===== src/rtl/fft_pkg.sv =====
// fft_pkg: definitions shared by the FFT datapath and its result streamer.
//   FFT_N / FFT_LOG2N  : transform size (16 points, 4 index bits)
//   FFT_WIDTH          : default bits per real or imaginary sample (Q15)
//   streamer_state_t   : control states of fft_result_streamer
//   bitrev4            : 4-bit index reversal used for bit-reversed readout
package fft_pkg;

  localparam int FFT_N     = 16;
  localparam int FFT_LOG2N = 4;
  localparam int FFT_WIDTH = 16;

  typedef enum logic [0:0] {
    IDLE   = 1'b0,
    STREAM = 1'b1
  } streamer_state_t;

  function automatic logic [FFT_LOG2N-1:0] bitrev4(input logic [FFT_LOG2N-1:0] idx);
    logic [FFT_LOG2N-1:0] r;
    for (int b = 0; b < FFT_LOG2N; b++) begin
      r[b] = idx[FFT_LOG2N-1-b];
    end
    return r;
  endfunction

endpackage


===== src/rtl/fft_result_streamer.sv =====
// fft_result_streamer: captures the 16-bin parallel FFT result on the fft_done
// pulse and streams it out one complex bin per valid/ready transfer.
//
// Configuration macro:
//   FFT_STREAM_BITREV_EN  defined   -> slots read in bit-reversed order of the
//                                      sequence counter (0, 8, 4, 12, ...)
//                         undefined -> natural order 0..15
//
// Ports:
//   clk, rst        : clock, synchronous active-high reset
//   fft_done        : one-cycle pulse, FFT buses valid in this cycle
//   fft_data_real   : N packed real samples, bin k at [WIDTH*k +: WIDTH]
//   fft_data_imag   : N packed imaginary samples, same packing
//   out_valid       : bin on out_real/out_imag is valid
//   out_ready       : downstream accepts the bin
//   out_real/imag   : samples of the presented slot (unmodified)
//   out_index       : slot being presented
//   out_last        : high with the 16th bin of the frame
//   busy            : a frame is held or being streamed
//   overrun         : one-cycle pulse when an incoming frame is dropped
module fft_result_streamer
  import fft_pkg::*;
#(
  parameter int WIDTH = FFT_WIDTH,
  parameter int N     = FFT_N
) (
  input  logic                    clk,
  input  logic                    rst,
  input  logic                    fft_done,
  input  logic [WIDTH*N-1:0]      fft_data_real,
  input  logic [WIDTH*N-1:0]      fft_data_imag,
  output logic                    out_valid,
  input  logic                    out_ready,
  output logic signed [WIDTH-1:0] out_real,
  output logic signed [WIDTH-1:0] out_imag,
  output logic [FFT_LOG2N-1:0]    out_index,
  output logic                    out_last,
  output logic                    busy,
  output logic                    overrun
);

  if (N != FFT_N) begin : g_bad_n
    $error("fft_result_streamer: N must be %0d", FFT_N);
  end

  localparam logic [FFT_LOG2N-1:0] LAST_CNT = FFT_LOG2N'(FFT_N - 1);

  streamer_state_t            state;
  logic [FFT_LOG2N-1:0]       cnt;
  logic signed [WIDTH-1:0]    frame_real [FFT_N];
  logic signed [WIDTH-1:0]    frame_imag [FFT_N];

  logic                       streaming;
  logic                       last_xfer;
  logic                       capture;
  logic [FFT_LOG2N-1:0]       sel;

  assign streaming = (state == STREAM);
  assign last_xfer = streaming && out_ready && (cnt == LAST_CNT);
  // A new frame is taken when nothing is held, or when the held frame leaves
  // on this very edge; that lets back-to-back frames stream without a gap.
  assign capture   = fft_done && (!streaming || last_xfer);

`ifdef FFT_STREAM_BITREV_EN
  assign sel = bitrev4(cnt);
`else
  assign sel = cnt;
`endif

  // Control: state, sequence counter, overrun flag
  always_ff @(posedge clk) begin
    if (rst) begin
      state   <= IDLE;
      cnt     <= '0;
      overrun <= 1'b0;
    end else begin
      overrun <= fft_done && streaming && !last_xfer;
      if (capture) begin
        state <= STREAM;
        cnt   <= '0;
      end else if (last_xfer) begin
        state <= IDLE;
        cnt   <= '0;
      end else if (streaming && out_ready) begin
        cnt   <= cnt + 1'b1;
      end
    end
  end

  // Frame register: loaded whole on capture, untouched while streaming
  always_ff @(posedge clk) begin
    if (rst) begin
      for (int i = 0; i < FFT_N; i++) begin
        frame_real[i] <= '0;
        frame_imag[i] <= '0;
      end
    end else if (capture) begin
      for (int i = 0; i < FFT_N; i++) begin
        frame_real[i] <= fft_data_real[WIDTH*i +: WIDTH];
        frame_imag[i] <= fft_data_imag[WIDTH*i +: WIDTH];
      end
    end
  end

  // Outputs decode straight from registered state; out_ready only steers
  // the next-state logic, never out_valid.
  always_comb begin
    out_valid = streaming;
    busy      = streaming;
    out_last  = streaming && (cnt == LAST_CNT);
    out_index = streaming ? sel : '0;
    out_real  = streaming ? frame_real[sel] : '0;
    out_imag  = streaming ? frame_imag[sel] : '0;
  end

endmodule


===== config.mk =====
export PLATFORM = sky130hd
export DESIGN_NAME = fft_result_streamer
export DESIGN_NICKNAME = d
export VERILOG_FILES = /design/src/rtl/fft_pkg.sv /design/src/rtl/fft_result_streamer.sv
export SDC_FILE = /design/constraint.sdc
export NUM_CORES = 1
export LEC_CHECK = 0
export CORE_MARGIN = 2
export CORE_UTILIZATION = 51
export DETAILED_ROUTE_END_ITERATION = 12
export GPL_ROUTABILITY_DRIVEN = 1
export PLACE_DENSITY_LB_ADDON = 0.15
export SYNTH_ARGS = -nofsm -noshare
export SYNTH_HDL_FRONTEND = slang
export SYNTH_SLANG_ARGS = --single-unit

===== constraint.sdc =====
create_clock -name clk -period 15.5 [get_ports clk]
set_clock_uncertainty 0.1 [all_clocks]
set_input_delay 1.55 -clock clk [delete_from_list [all_inputs] [get_ports clk]]
set_output_delay 1.55 -clock clk [all_outputs]
set_load 0.02 [all_outputs]

==> results.ini <==
[cells_and_area]
drive_gt1_share_pct=5.388
final_nets=2667
area_growth_pct=31.09

[clock_tree]
cts_hold_buf=0
cts_setup_buffers=0
clk_path_buf_depth=3
clk_pin_slew_ns=0.06
cts_sinks=522
cts_resized=0
root_buffer=clkbuf_16
tritoncts=built
clk_latency_ns=0.57
htreeDepth=2
cts_made_buffers=53

[floorplan]
dieArea_mm2=0.04823
die_w_um=219.6
ioPinCount=556
rows=79
die_y_um=219.6
start_util_pct=51.26
coreArea_mm2=0.04626

[placement]
dp_hpwl_mm=46.05
place_congestion=0.8904
io_buffers=555

[setup_path]
startpoint_type=flop
critPathMostFrequentCell=o21ai_1
crit_type=flop to output port
crit_fanout=128
critPathRequiredTime_ns=13.85
crit_chain=buf_12 -> mux4_2 -> o21ai_1 -> o21ai_1 -> clkdlybuf4s50_1
critPathMaxStageDelay_ns=1.03
arrival_ns=4.41
cp-end-kind=output port
crit_path_top_delay_cell=dfxtp_4

[route]
wl_mm=65.63
num_vias=15210
routedWlPerCell_um=23.37
drc=0
vias_per_cell=5.418
drtIter0Drc=1336
postRouteAntennaNets=0
firstDrtPassIters=5

[power]
power.density_mw_per_mm2=104.9
peakVddDrop_v=0.00009784
p_leak_nw=10.91

[logic_synthesis]
async_reset_ff_share_pct=0
synth-main-ff-cell=edfxtp_1
ys_seq_area_share_pct=65.69
ys_warn_count=0
synthCells=1643
synth.largest_area_cell=edfxtp_1
synth.avg_cell_area_um2=14.43
synth_area_mm2=0.02371
synth_top_cell_area_share_pct=64.84
syn_nets=2160
ys_ff_latch=522
synth_area_leaders=edfxtp_1, mux2i_1, and2_1, nor2b_1, a22oi_1
yosysUniqueCellTypes=35
synth_edf_count=512

[timing]
fmax_ghz=0.1649
fin_crit_ns=6.064
worst_pin_slew_ns=1.224
setup_violations=0
min_period_over_period_pct=39.12
hold_slack_ns=0.5225
rsz0062_at_grt=no
slew_headroom_pct=18.42
finalSetupTns_ns=0
drv_slew=0
hold_violations=0

[grt]
grt_pass1_vias=15480
antenna_found_initial=15
grt_max_degree=183
grt_usage_pct=26.62
overflow=0
grt_pass1_wl_mm=93.05

[run]
maxCapViolCount=0

[status]
status=complete, no violations

[min_path]
worstHoldPathType=flop to flop

==> cells by family after synthesis <==
family                     Yosys count  synth area share, %
and+or+nand+nor                    592                14.97
DFF                                522                65.69
muxes                              242                10.95
AOI/OAI and AO/OA                  163                4.860
buffers and inverters              120                3.367
xor gates and xnor gates             3               0.1108
adders and majority gates            1              0.05276
==> final cells by class <==
class,count,area (um2)
multi-input combinational,1001,7372
antenna,11,27.53
tap,607,759.5
inverter,1,3.754
clock inverter,33,266.5
timing repair buffer,571,5714
fill,3271,15180
sequential,522,15580
clock buffer,62,1360
==> cell usage in the layout, fill, tap and decap left out, drive strengths merged, types with 3 or more instances in the layout <==
cell | Yosys | routed
clkdlybuf4s50 | 0 | 554
edfxtp | 512 | 512
and2 | 326 | 326
mux2i | 228 | 228
nor2b | 194 | 194
a22oi | 100 | 100
clkbuf | 75 | 62
nand2 | 54 | 54
o21ai | 28 | 28
clkinv | 0 | 27
o22ai | 18 | 18
buf | 44 | 17
mux4 | 14 | 14
a221oi | 14 | 14
diode | 0 | 11
nor2 | 11 | 11
dfxtp | 10 | 10
bufinv | 0 | 4
nand3 | 3 | 3
==> final timing paths <==
kind / from / endpoint / slack (ns) / depth (start not counted)
setup / recovery: flop / out_real[7] / 9.44 / 5
hold / removal: cnt[0]$_SDFFE_PP0N_ / flop / 0.52 / 2
setup reg to reg: cnt[0]$_SDFFE_PP0N_ / frame_imag[5][13]$_SDFFCE_PN0P_ / 11.37 / 6
hold reg to reg: cnt[0]$_SDFFE_PP0N_ / flop / 0.52 / 2
==> metal layers <==
layer	vias up	global-route usage (%)	share of wire, %
met3	110	5.259	7.8
met5	-	0	0.090
met1	7439	31.71	37
met2	644	47.77	52
li1	7011	-	-
met4	10	9.821	3.3
==> through the flow <==
stage	total power, W	cells	util, %	setup WS, ns	cell area, um2
2_1_floorplan	0.001918	1643	-	2.481	23710
3_3_place_gp	0.002069	2701	63.57	9.361	29410
3_5_place_dp	0.002080	2701	63.57	9.200	29410
4_1_cts	0.003281	2796	67.09	9.415	31030
5_1_grt	0.003361	2807	67.19	9.235	31080
6_report	0.003261	2808	67.19	9.436	31080
==> power by group <==
part	internal, W	switching [W]	leakage, nW
clock network	0.000692	0.000520	0.808
logic	0.000196	0.000151	4.53
registers	0.00167	0.0000315	5.57
==> synthesized netlist by cell type (10+ instances only) <==
master,n
o21ai_1,28
a22oi_1,100
a221oi_1,13
o22ai_1,18
clkbuf_2,31
edfxtp_1,512
and2_1,325
nor2b_1,194
nand2_1,54
buf_4,10
buf_6,12
mux4_2,14
clkbuf_1,44
dfxtp_1,10
mux2i_1,228
buf_2,10
==> registers in the layout, indices dropped and copies added, names as in the netlist, named ones only <==
| signal | cells |
|---|---|
| busy | 1 |
| cnt | 4 |
| frame_imag | 256 |
| frame_real | 256 |
| overrun | 1 |
==> critical path: cells and delay by family (launching register included) <==
| family | cells | cell delay, ns |
|---|---|---|
| compound gates | 2 | 0.51 |
| buf+inv | 2 | 1.17 |
| flops | 1 | 1.03 |
| mux | 1 | 0.66 |
Power figures use the tool's default switching activity.
